===== src/rtl/dualmem_fifo_ctrl.sv =====
// Streaming FIFO controller around a dual-port RAM (port A writes, port B reads).
// A 2-entry output buffer hides the RAM's registered read so one word per cycle flows.
module dualmem_fifo_ctrl #(
    parameter int DATA_WIDTH = 16,
    parameter int ADDR_WIDTH = 10
) (
    input  logic                  clock,
    input  logic                  reset,

    input  logic                  in_valid,
    output logic                  in_ready,
    input  logic [DATA_WIDTH-1:0] in_data,

    output logic                  out_valid,
    input  logic                  out_ready,
    output logic [DATA_WIDTH-1:0] out_data,
    output logic [ADDR_WIDTH:0]   count,

    output logic [DATA_WIDTH-1:0] ram_data_a,
    output logic [ADDR_WIDTH-1:0] ram_addr_a,
    output logic                  ram_we_a,
    output logic [DATA_WIDTH-1:0] ram_data_b,
    output logic [ADDR_WIDTH-1:0] ram_addr_b,
    output logic                  ram_we_b,
    input  logic [DATA_WIDTH-1:0] ram_q_b
);

    localparam logic [ADDR_WIDTH:0] FULL_COUNT = {1'b1, {ADDR_WIDTH{1'b0}}};

    logic [ADDR_WIDTH-1:0] wr_ptr;
    logic [ADDR_WIDTH-1:0] rd_ptr;
    logic [ADDR_WIDTH:0]   ram_used;
    logic                  inflight;
    logic [DATA_WIDTH-1:0] ob_head;
    logic [DATA_WIDTH-1:0] ob_tail;
    logic [1:0]            ob_count;

    logic                  push;
    logic                  pop;
    logic                  issue;
    logic [2:0]            buf_load;
    logic [ADDR_WIDTH:0]   ram_used_next;
    logic [DATA_WIDTH-1:0] ob_head_next;
    logic [DATA_WIDTH-1:0] ob_tail_next;
    logic [1:0]            ob_count_next;
    logic [ADDR_WIDTH:0]   count_next;

    assign out_valid = (ob_count != 2'd0);
    assign out_data  = ob_head;

    assign push = in_valid & in_ready;
    assign pop  = out_valid & out_ready;

    // Buffer slots still spoken for after this cycle's pop; a new read may only
    // be issued if its data will find a free slot when it returns.
    assign buf_load = {1'b0, ob_count} + {2'b00, inflight} - {2'b00, pop};
    assign issue    = (ram_used != '0) && (buf_load <= 3'd1);

    assign ram_data_a = in_data;
    assign ram_addr_a = wr_ptr;
    assign ram_we_a   = push;
    assign ram_data_b = '0;
    assign ram_addr_b = rd_ptr;
    assign ram_we_b   = 1'b0;

    // NOTE: every output of this block is assigned a default first, so no latch is inferred.
    always_comb begin
        ob_head_next  = ob_head;
        ob_tail_next  = ob_tail;
        ob_count_next = ob_count;

        if (pop) begin
            ob_head_next  = ob_tail;
            ob_count_next = ob_count - 2'd1;
        end

        // Returning read data lands behind whatever survived the pop.
        if (inflight) begin
            if (ob_count_next == 2'd0) begin
                ob_head_next = ram_q_b;
            end else begin
                ob_tail_next = ram_q_b;
            end
            ob_count_next = ob_count_next + 2'd1;
        end

        ram_used_next = ram_used + {{ADDR_WIDTH{1'b0}}, push} - {{ADDR_WIDTH{1'b0}}, issue};
        count_next    = ram_used_next
                      + {{ADDR_WIDTH{1'b0}}, issue}
                      + {{(ADDR_WIDTH-1){1'b0}}, ob_count_next};
    end

    // NOTE: sequential state uses non-blocking assignments so every register sees pre-edge values.
    always_ff @(posedge clock) begin
        if (reset) begin
            wr_ptr   <= '0;
            rd_ptr   <= '0;
            ram_used <= '0;
            inflight <= 1'b0;
            // NOTE: the buffer is cleared so out_data reads 0 after reset; the RAM array itself is never reset.
            ob_head  <= '0;
            ob_tail  <= '0;
            ob_count <= 2'd0;
            count    <= '0;
            in_ready <= 1'b0;
        end else begin
            if (push) begin
                wr_ptr <= wr_ptr + 1'b1;
            end
            if (issue) begin
                rd_ptr <= rd_ptr + 1'b1;
            end
            ram_used <= ram_used_next;
            inflight <= issue;
            ob_head  <= ob_head_next;
            ob_tail  <= ob_tail_next;
            ob_count <= ob_count_next;
            count    <= count_next;
            in_ready <= (count_next < FULL_COUNT);
        end
    end

endmodule


===== config.mk =====
export PLATFORM = sky130hd
export DESIGN_NAME = dualmem_fifo_ctrl
export DESIGN_NICKNAME = d
export VERILOG_FILES = /design/src/rtl/dualmem_fifo_ctrl.sv
export SDC_FILE = /design/constraint.sdc
export NUM_CORES = 1
export LEC_CHECK = 0
export ABC_AREA = 0
export BUFFER_PORTS_ARGS = -buffer_cell sky130_fd_sc_hd__buf_2
export CORE_MARGIN = 2
export CORE_UTILIZATION = 52
export CTS_CLUSTER_SIZE = 8
export DETAILED_ROUTE_END_ITERATION = 10
export GPL_ROUTABILITY_DRIVEN = 0
export PLACE_DENSITY = 0.79
export SLEW_MARGIN = 20
export SYNTH_ARGS = -nofsm -noshare
export SYNTH_HDL_FRONTEND = slang
export SYNTH_SLANG_ARGS = --single-unit

===== constraint.sdc =====
create_clock -name clock -period 7.4 [get_ports clock]
set_input_delay 1.11 -clock clock [delete_from_list [all_inputs] [get_ports clock]]
set_output_delay 1.11 -clock clock [all_outputs]
set_load 0.03 [all_outputs]

Word-level counts from Yosys, hierarchy flattened. Index checks and enable logic that the tools add are counted. Widths: inputs -> output; s select.

Reductions and logical operators: 5. $lt $le $gt $ge: 2. Bitwise operators: 3. $add $sub $neg: 10. Mux-type cells: 5.

Operator list (number): $mux 16 (3); $add 11x1->11 (2); $add 10x1->10 const B (2); $add 11x2->11 (1); $lt 11x11->1 const B (1); $reduce_bool 11->1 (1); $sub 11x1->11 (1); $mux 2 (2); $add 2x1->3 (1); $le 3x1->1 const B (1); $sub 3x1->3 (1); $add 2x1->2 const B (1); $and 1x1->1 (2); $logic_not 2->1 (1); $reduce_and 2->1 (1); $reduce_bool 2->1 (1); $sub 2x1->2 const B (1); $logic_and 1x1->1 (1); $not 1->1 (1).

Input port bits: 36. Output and inout bits: 83. Word-level logic and storage cells: 34. Bits in registers: 78.

Depth between registers and ports, before layout.
Depth in word-level cells: 9. Gate-level depth with buffers: 26. Gate-level depth less buffers: 25.

Worst setup path after synthesis. No wires, ideal clock.

Kind: input to register. Start point: input port out_ready. End point: register count[5]. Library setup time: 128 ps. Data required time: 7272 ps. Stages on the path: 22. Buffers on the path: 1. Path slack: 1605 ps. Data arrival time: 5667 ps. Cells stage by stage: nand2_1 > clkbuf_1 > inv_1 > ha_1 > inv_1 > ha_1 > fa_1 > nor3_2 > ha_1 > inv_1 > ha_1 > inv_1 > fa_1 > inv_1 > ha_1 > nand2b_1 > a211oi_1 > a32o_1 > a22o_1 > a211oi_1 > xnor2_1 > nor2_1.

Longest elaborated chain between the ends: 7. Elaborated cells on any way between the ends: 10. Those cells by class: 5 x add/sub; 1 x order compare; 2 x mux; 1 x bitwise; 1 x reduce/logical.

RTL lines: start: declaration (RTL line 15) `input logic out_ready,`; $and 1x1->1 (RTL line 52) `assign pop = out_valid & out_ready;`; $sub 3x1->3 (RTL line 56) `assign buf_load = {1'b0, ob_count} + {2'b00, inflight} - {2'b00, pop};`; $le 3x1->1 (RTL line 57) `assign issue = (ram_used != '0) && (buf_load <= 3'd1);`; $logic_and 1x1->1 (RTL line 57); named net issue (RTL line 40) `logic issue;`; $sub 11x1->11 (RTL line 87) `ram_used_next = ram_used + {{ADDR_WIDTH{1'b0}}, push} - {{ADDR_WIDTH{1'b0}}, issue};`; named net ram_used_next[1] (RTL line 42) `logic [ADDR_WIDTH:0] ram_used_next;`; $add 11x1->11 (RTL line 89) `+ {{ADDR_WIDTH{1'b0}}, issue}`; $add 11x2->11 (RTL line 90) `+ {{(ADDR_WIDTH-1){1'b0}}, ob_count_next};`; end signal: assignment (RTL line 118) `count <= count_next;`; end: declaration (RTL line 17) `output logic [ADDR_WIDTH:0] count,`.

The timed path passes the listed nets, and every way through them passes these cells. A chain may end at the register's enable or synchronous reset.

Final worst setup path. Ends and elaborated chain as after synthesis.

==> impl_metrics.yaml <==
yosys:
  yosys.cell_types.count: 50
  ys_warn_count: 0
  syn_area_per_cell_um2: 8.73
  yosysMostFrequentCell: "dfxtp_1"
  synth_edf_count: 0
  yosys.area.top_type_share: 0.378
  synth_ff_type: "dfxtp_1"
  netlist_area_um2: 4130
  synth.cells.most_frequent: "78 x dfxtp_1, 62 x nor2_1, 49 x nand2_1"
  async_flop_share: 0
  ys_seq_area_frac: 0.378
  ys_ff_latch: 78
  synth_top_cells_by_area: "dfxtp_1 38%, ha_1 6.7%, buf_4 6.0%"
  syn_inst: 473
  synth_top_area_cell: "dfxtp_1"
global_route:
  grt_max_degree: 78
  grt_overflow: 0
  grt_pass1_vias: 3098
  grt_first_pass_wirelength_mm: 13.5
  antenna_found_initial: 0
  track_usage: 0.193
setup_path:
  r2r_end: "count[5]"
  crit_arrival_ns: 5.77
  crit_path_start: "out_ready"
  critPathMaxFanout: 19
  start_kind: "input port"
  ff2ff_setup_slack_ns: 2.05
  cp-end-kind: "flip-flop"
  critical_path_class: "in2reg"
  crit_required_ns: 7.62
  regToRegStartpoint: "ob_count[1]"
  ff2ff_path_depth: 25
cts:
  cts_resized: 0
  cts_setup_buffers: 0
  clock_latency_ns: 0.35
  cts_buffers: 9
  clkTransAtPathRegs_ns: 0.09
  clock_path_buffers: 2
  cts_root_buf: "clkbuf_8"
  clock-sinks: 78
  htree_levels: 3
  cts_tree: "done"
  cts_hold_buf: 0
job:
  drv_cap: 0
placed_design:
  dp_cells: 610
  place_ws_ns: 1.55
  io_buffers: 69
  hpwl_mm: 5.75
finish:
  nFillCells: 707
  stdcell_count: 626
  final_layout_size_suffix_gt1_frac: 0.183
  syn2layout_area_growth_pct: 10.4
  num_antenna_cells: 0
  nets: 581
hold_path:
  hold_path_end: "ob_tail[4]"
  worstHoldStart: "ob_tail[4]"
  hold_depth: 2
  hp-class: "reg2reg"
sta:
  fin_tns_setup_ns: 0
  maxSlewHeadroom: 0.326
  skew_ns: 0.0163
  rsz0062_at_grt: "false"
  finalSetupViolations: 0
  worst_pin_slew_ns: 1.01
  post-route-min-period_ns: 5.55
  drv_slew: 0
  clock.fmax_mhz: 180
  hold_viol: 0
  fin_crit_sh: 0.749
  finalWorstSetupSlack_ns: 1.85
routing:
  routedWlPerCell_um: 12.9
  drc: 0
  wirelength_mm: 8.07
  firstDrtPassIters: 4
  post_drt_via_cell_ratio: 5.12
  drtIter0Drc: 127
  postRouteAntennaNets: 0
  vias: 3208
floorplanning:
  die_y_um: 93.1
  die_x_um: 93.1
  die-area_um2: 8670
  pin_count: 119
  core_um2: 7730
  start_util: 0.534
  num_rows: 32
run_status:
  status: "finished, final reports clean"
[critical path, cell delays in order]
cell      delay, ns
buf_2          0.10
nand2_1        0.05
buf_4          0.29
inv_1          0.08
ha_1           0.31
inv_1          0.05
ha_1           0.19
fa_1           0.46
nor3_2         0.44
ha_1           0.32
inv_1          0.06
ha_1           0.15
inv_1          0.06
fa_1           0.49
inv_1          0.07
ha_1           0.27
nand2b_1       0.07
a211oi_1       0.48
a32o_1         0.27
a22o_1         0.16
a211oi_1       0.07
xnor2_1        0.15
nor2_1         0.05
[flip-flops by register name, summed over array words and instances, names as in the netlist]
signal      count
ob_count        2
count          11
out_data       16
ram_addr_a     10
ram_addr_b     10
ob_tail        16
ram_used       11
inflight        1
in_ready        1
[per-layer routing]
| metal | routed length [µm] | global-route usage | part of all wire |
|---|---|---|---|
| met1 | 3600 | 0.233 | 0.45 |
| met2 | 3920 | 0.318 | 0.49 |
| met3 | 356 | 0.0467 | 0.044 |
| met4 | 195 | 0.0993 | 0.024 |
| met5 | 0 | 0 | 0 |
[kinds of logic (layout without fill, tap and decap cells)]
family,count (synthesis),after routing,share of synthesized area
xor+xnor,36,36,0.0782
simple gates,163,163,0.187
flops,78,78,0.378
compound gates,68,68,0.115
other cells,1,17,0.000908
mux,21,21,0.0509
fa+ha+maj,26,26,0.0860
buf+inv,80,115,0.105
[area by class of cell]
class,instances,area (µm²),share of cell area
timing repair buffer,71,360,0.0790
inverter,28,105,0.0231
clock buffer,9,124,0.0272
multi-input combinational,331,2200,0.482
sequential,78,1560,0.342
clock inverter,7,81.3,0.0178
tap,102,128,0.0280
[worst max-delay path by stage]
stage                to  slack [ns]
6_report       count[5]        1.85
5_1_grt        count[5]        1.54
4_1_cts        count[5]        1.91
3_5_place_dp   count[5]        1.55
3_3_place_gp   count[5]        1.75
2_1_floorplan  count[5]        1.61
[per-stage QoR]
| stage | utilization | hold slack, ns | cell area (µm²) |
|---|---|---|---|
| after global routing | 0.590 | 0.477 | 4560 |
| after CTS | 0.590 | 0.459 | 4560 |
| after floorplan | - | 0.436 | 4190 |
| final | 0.590 | 0.458 | 4560 |
| after global placement | 0.563 | 0.441 | 4350 |
| after detailed placement | 0.563 | 0.446 | 4350 |
[placed cells by master (no fill, tap or decap), drive strengths merged, types with 2 or more instances in the layout]
master / instances
nor2: 62
clkbuf: 9
o21ai: 8
nor3: 3
mux2i: 21
a21oi: 26
nor2b: 10
conb: 17
a211oi: 19
nand4: 2
or3: 2
nand3b: 2
inv: 30
and2: 2
ha: 22
buf: 71
xor2: 18
nand2: 49
and4: 2
a21o: 2
fa: 4
and3: 7
dfxtp: 78
clkinvlp: 3
nand2b: 5
xnor2: 18
nor3b: 3
nand3: 10
nor4: 3
Power is left out: the tool's default activity adds up to more than one toggle a clock period on the data nets, which glitch-free logic cannot reach.
